[src/rtl/frame_pkg.sv]
// Shared types and constants for the nibble-stream frame link (frame_packer / frame_unpacker).
package frame_pkg;

    localparam int W      = 42;
    localparam int BEAT   = 4;
    localparam int NBEATS = (W + BEAT - 1) / BEAT;
    localparam int CNT_W  = $clog2(NBEATS);
    localparam int SH_W   = $clog2(W);

    typedef enum bit [3:0] {
        KIND_A = 4'd0,
        KIND_B = 4'd1,
        KIND_C = 4'd2
    } kind_e;

    typedef struct packed {
        kind_e        kind;
        bit [W-1:0]   data;
    } frame_t;

    function automatic bit kind_valid(bit [3:0] k);
        return (k == 4'd0) || (k == 4'd1) || (k == 4'd2);
    endfunction

endpackage

[src/rtl/frame_unpacker_if.sv]
// Beat input and frame output handshakes of the frame unpacker.
interface frame_unpacker_if;
    import frame_pkg::*;

    bit            in_valid;
    bit            in_ready;
    bit [BEAT-1:0] in_beat;
    bit            out_valid;
    bit            out_ready;
    frame_t        out_frame;
    bit            out_bits [W];
    bit            err;

    modport master (
        output in_valid, in_beat, out_ready,
        input  in_ready, out_valid, out_frame, out_bits, err
    );

    modport slave (
        input  in_valid, in_beat, out_ready,
        output in_ready, out_valid, out_frame, out_bits, err
    );

endinterface

[src/rtl/frame_unpacker.sv]
// Reassembles a header beat plus NBEATS data beats (LS beat first) into a frame_t.
//
// state  | meaning
// S_HDR  | waiting for the header beat carrying the kind
// S_DATA | collecting data beats into data_q
// S_HOLD | completed frame presented, waiting for out_ready
module frame_unpacker
    import frame_pkg::*;
(
    input  logic               clk,
    input  logic               rst_n,
    frame_unpacker_if.slave    bus
);

    typedef enum logic [1:0] {
        S_HDR  = 2'd0,
        S_DATA = 2'd1,
        S_HOLD = 2'd2
    } state_e;

    localparam logic [CNT_W-1:0] CNT_LAST = CNT_W'(NBEATS - 1);

    state_e           state;
    logic [CNT_W-1:0] cnt;
    logic             bad;
    kind_e            kind_q;
    logic [W-1:0]     data_q;
    logic             beat_fire;
    logic [SH_W-1:0]  shift;
    logic [W-1:0]     data_next;

    assign beat_fire = bus.in_valid && bus.in_ready;
    assign shift     = SH_W'(cnt) * SH_W'(BEAT);
    // Shifting into a W-bit vector drops the spare upper bits of the final beat.
    assign data_next = data_q | (W'(bus.in_beat) << shift);

    always_ff @(posedge clk) begin
        if (!rst_n) begin
            state         <= S_HDR;
            cnt           <= '0;
            bad           <= 1'b0;
            kind_q        <= KIND_A;
            data_q        <= '0;
            bus.in_ready  <= 1'b1;
            bus.out_valid <= 1'b0;
            bus.err       <= 1'b0;
            bus.out_frame <= '0;
            for (int i = 0; i < W; i++) bus.out_bits[i] <= 1'b0;
        end else begin
            bus.err <= 1'b0;
            unique case (state)
                S_HDR: begin
                    if (beat_fire) begin
                        kind_q <= kind_e'(bus.in_beat);
                        bad    <= !kind_valid(bus.in_beat);
                        data_q <= '0;
                        cnt    <= '0;
                        state  <= S_DATA;
                    end
                end
                S_DATA: begin
                    if (beat_fire) begin
                        data_q <= data_next;
                        if (cnt == CNT_LAST) begin
                            cnt <= '0;
                            if (bad) begin
                                bus.err <= 1'b1;
                                state   <= S_HDR;
                            end else begin
                                bus.out_frame <= '{kind: kind_q, data: data_next};
                                for (int i = 0; i < W; i++) bus.out_bits[i] <= data_next[i];
                                bus.out_valid <= 1'b1;
                                bus.in_ready  <= 1'b0;
                                state         <= S_HOLD;
                            end
                        end else begin
                            cnt <= cnt + 1'b1;
                        end
                    end
                end
                S_HOLD: begin
                    if (bus.out_ready) begin
                        bus.out_valid <= 1'b0;
                        bus.in_ready  <= 1'b1;
                        state         <= S_HDR;
                    end
                end
                default: begin
                    bus.out_valid <= 1'b0;
                    bus.in_ready  <= 1'b1;
                    state         <= S_HDR;
                end
            endcase
        end
    end

endmodule
[src/flat_wrapper.sv]
// flat-port wrapper written by rule: the top's interface ports become plain ports
module frame_unpacker_flat import frame_pkg::*;
  (clk, rst_n, bus_in_valid, bus_in_beat, bus_out_ready, bus_in_ready, bus_out_valid, bus_out_frame, bus_out_bits, bus_err);
  frame_unpacker_if bus_i ();
  input  logic clk;
  input  logic rst_n;
  input wire logic [$bits(bus_i.in_valid)-1:0] bus_in_valid;
  input wire logic [$bits(bus_i.in_beat)-1:0] bus_in_beat;
  input wire logic [$bits(bus_i.out_ready)-1:0] bus_out_ready;
  output wire logic [$bits(bus_i.in_ready)-1:0] bus_in_ready;
  output wire logic [$bits(bus_i.out_valid)-1:0] bus_out_valid;
  output wire logic [$bits(bus_i.out_frame)-1:0] bus_out_frame;
  output wire logic [$bits(bus_i.out_bits)-1:0] bus_out_bits;
  output wire logic [$bits(bus_i.err)-1:0] bus_err;
  assign bus_i.in_valid = bus_in_valid;
  assign bus_i.in_beat = bus_in_beat;
  assign bus_i.out_ready = bus_out_ready;
  assign bus_in_ready = bus_i.in_ready;
  assign bus_out_valid = bus_i.out_valid;
  assign bus_out_frame = bus_i.out_frame;
  assign bus_out_bits = {>>{bus_i.out_bits}};
  assign bus_err = bus_i.err;
  frame_unpacker u_core (.clk(clk), .rst_n(rst_n), .bus(bus_i));
endmodule
[config.mk]
export PLATFORM = sky130hd
export DESIGN_NAME = frame_unpacker_flat
export DESIGN_NICKNAME = d
export VERILOG_FILES = /design/src/rtl/frame_pkg.sv /design/src/rtl/frame_unpacker_if.sv /design/src/rtl/frame_unpacker.sv /design/src/flat_wrapper.sv
export SDC_FILE = /design/constraint.sdc
export NUM_CORES = 1
export LEC_CHECK = 0
export CAP_MARGIN = 20
export CORE_MARGIN = 1
export CORE_UTILIZATION = 54
export DETAILED_ROUTE_END_ITERATION = 16
export PLACE_DENSITY = 0.92
export RECOVER_POWER = 50
export SLEW_MARGIN = 25
export SYNTH_ARGS = -nofsm -noshare
export SYNTH_HDL_FRONTEND = slang
export SYNTH_SLANG_ARGS = --single-unit
[constraint.sdc]
create_clock -name clk -period 3.2 [get_ports clk]
set_clock_uncertainty 0.15 [all_clocks]
set_input_delay 0.64 -clock clk [delete_from_list [all_inputs] [get_ports clk]]
set_output_delay 0.64 -clock clk [all_outputs]
set_load 0.02 [all_outputs]
==> flow_summary.ini <==
[power_and_ir_drop]
p_comb_frac = 0.060
p_leak_nw = 1.98
sw_frac_of_total = 0.264
total_power_mw = 2.19
internal_power_mw = 1.61
vdd_ir_drop_max_mv = 0.317
power_density_nw_per_um2 = 422
p_switching_mw = 0.579
clkPwrFrac = 0.352
seqPwrFrac = 0.588

[grt]
grt_first_pass_wirelength_microns = 17600
grt_start_max_net_pins = 38
antenna_found_initial = 0
gr-total-overflow = 0
grt_pass1_vias = 3705
grt.total_usage = 0.259

[cts]
post_cts_buffers = 0
cts-root-buf = clkbuf_8
cts_resized = 0
clock_sinks = 102
clock_latency_ps = 360
ctsHoldBuffers = 0
cts_tree = built
numCtsBuffers = 9
path_clk_slew_ps = 90
h-tree-depth = 3
ctsLongestPathBuffers = 2

[worst_setup_path]
ff2ff_setup_slack_ps = 640
cp_max_fo = 15
cp-start-kind = input pin
critPathKind = in2reg
crit_start = bus_in_valid
critPathCaptureType = flop
r2r-end = u_core.bus.out_frame[36]
arrival_ps = 2790
endpoint = u_core.data_q[12]
reg2reg_depth = 5
r2r-start = u_core.cnt[1]
required_ps = 3280

[cells_and_area]
multiInputGateArea_sq_um = 1770
area_growth_syn_to_layout_pct = 16.2
fin_cells = 632
register_area_sq_um = 2040
fin_area_sq_um = 5200
antenna_cells = 0
n_fill_cell = 627
fin_nets = 535
drive_gt1_frac = 0.0698

[timing]
slew_viol_final = 0
rsz0062_at_grt = no
period_needed_ps = 2720
post-route-period-util = 0.849
setup_viol = 0
slew_headroom = 0.366
fin_tns_setup_ps = 0
hold_viol = 0
max_freq_ghz = 0.368
tightestPinTransition_ps = 950

[synth]
synthFlopType = dfxtp_1
syn_area_per_cell_sq_um = 9.04
ys_warn_count = 0
synth-edff-count = 0
synth_top_area_share = 0.456
async_flop_share = 0
ys_ff_latch = 102
synth_area_sq_um = 4480
yosys.area.top_type = dfxtp_1
synth_commonest_cells = 102 x dfxtp_1, 55 x a21oi_1, 49 x buf_4, 46 x nor2_1, 36 x o21ai_0
syn_inst = 495
synth.net_count = 505
synthTopCellsByArea = dfxtp_1 46%, buf_4 8.2%, a21oi_1 6.2%
synth_cell_type_count = 47
synth_seq_area_share = 0.456
yosysMostFrequentCell = dfxtp_1

[placement]
dp.cells = 616
placed_area_sq_um = 5040
routabilityCongestion = 0.897
port_buffers = 98
dpl.hpwl_microns = 7370

[min_path]
hold_path_depth = 2
hp-class = reg2reg
hp-start = u_core.bus.out_valid

[detailed_routing]
postRouteAntennaNets = 0
drc_errors = 0
via_per_inst = 6.16
wirelength_microns = 10900
drtPass1Iterations = 5
wl_per_cell_microns = 17.2
drtIter0Drc = 479
vias = 3891

[die]
dieArea_sq_um = 8660
io_pins = 99
rows = 32
initial_core_util = 0.567
die_x_microns = 93.0
core-area_sq_um = 7890
die_y_microns = 93.0

[flow_run]
cap_violations = 0

[run_status]
outcome = finished clean
worst min path at each step:
stage | end | slack, ps
finish | u_core.bus.out_valid | 320
global route | u_core.bus.out_valid | 340
floorplan | u_core.bus.err | 280
CTS | u_core.bus.out_frame[2] | 320
detailed placement | u_core.data_q[39] | 310
global placement | u_core.data_q[24] | 300
critical path: stages:
cell	delay [ps]
dlygate4sd3_1	730
nand3b_1	350
o21ai_0	350
clkbuf_1	570
nor3_1	140
area by class of cell:
class | count | area share
Timing Repair Buffer | 109 | 0.203
Inverter | 5 | 0.00361
Tap cell | 102 | 0.0245
Clock inverter | 7 | 0.0127
Clock buffer | 9 | 0.0238
Multi-Input combinational cell | 298 | 0.340
Sequential cell | 102 | 0.393
layer usage:
metal,share of wire,GRT usage,up-vias,wire length [microns]
met5,0,0,-,0
met4,0.033,0.136,0,355
met3,0.081,0.0618,42,886
met2,0.49,0.417,246,5320
met1,0.40,0.321,1806,4330
li1,-,-,1797,-
power by group through the flow:
stage               logic, mW  clock network (mW)  registers [mW]
floorplan               0.107                   0            1.31
global placement        0.124                   0            1.32
detailed placement      0.130                   0            1.32
CTS                     0.131               0.777            1.29
global route            0.141               0.841            1.29
finish                  0.131               0.773            1.29
kinds of logic after synthesis:
kind of cell    count (synthesis)  share of synthesized area
flops                         102                      0.456
compound gates                154                      0.216
simple gates                  142                      0.178
fa+ha+maj                       2                    0.00559
buf+inv                        95                      0.145
flip-flops by register name (all words and copies together) (netlist names), 2 cells and up:
register / cells
u_core.kind_q: 4
u_core.cnt: 4
u_core.state: 2
u_core.bus.out_frame: 46
u_core.data_q: 42
through the flow:
| step | util | setup WS, ps | hold slack (ps) |
|---|---|---|---|
| 2_1_floorplan | - | 1370 | 282 |
| 3_3_place_gp | 0.639 | 532 | 298 |
| 3_5_place_dp | 0.639 | 413 | 306 |
| 4_1_cts | 0.663 | 776 | 321 |
| 5_1_grt | 0.659 | 362 | 337 |
| 6_report | 0.659 | 484 | 315 |
cells in the final DEF (no fill, tap or decap), types with 3 or more instances in the layout:
cell type | synthesis | routed
dfxtp_1 | 102 | 102
nand3b_1 | 2 | 3
and3b_1 | 5 | 5
a41oi_1 | 10 | 10
clkdlybuf4s50_1 | 0 | 29
a211oi_1 | 4 | 4
nand2_1 | 10 | 10
nand2b_1 | 3 | 3
nor2_1 | 46 | 46
nor3_1 | 12 | 12
nor4_1 | 3 | 3
and2b_1 | 3 | 3
a21oi_1 | 55 | 55
a311o_1 | 3 | 3
buf_4 | 49 | 8
nor2b_1 | 9 | 9
a31oi_1 | 29 | 29
o21ai_0 | 36 | 37
clkbuf_8 | 0 | 9
inv_1 | 4 | 5
dlygate4sd3_1 | 0 | 69
o221a_1 | 3 | 3
nand3_1 | 32 | 32
a211oi_2 | 6 | 6
inv_6 | 0 | 3
(Power assumes the default switching activity.)
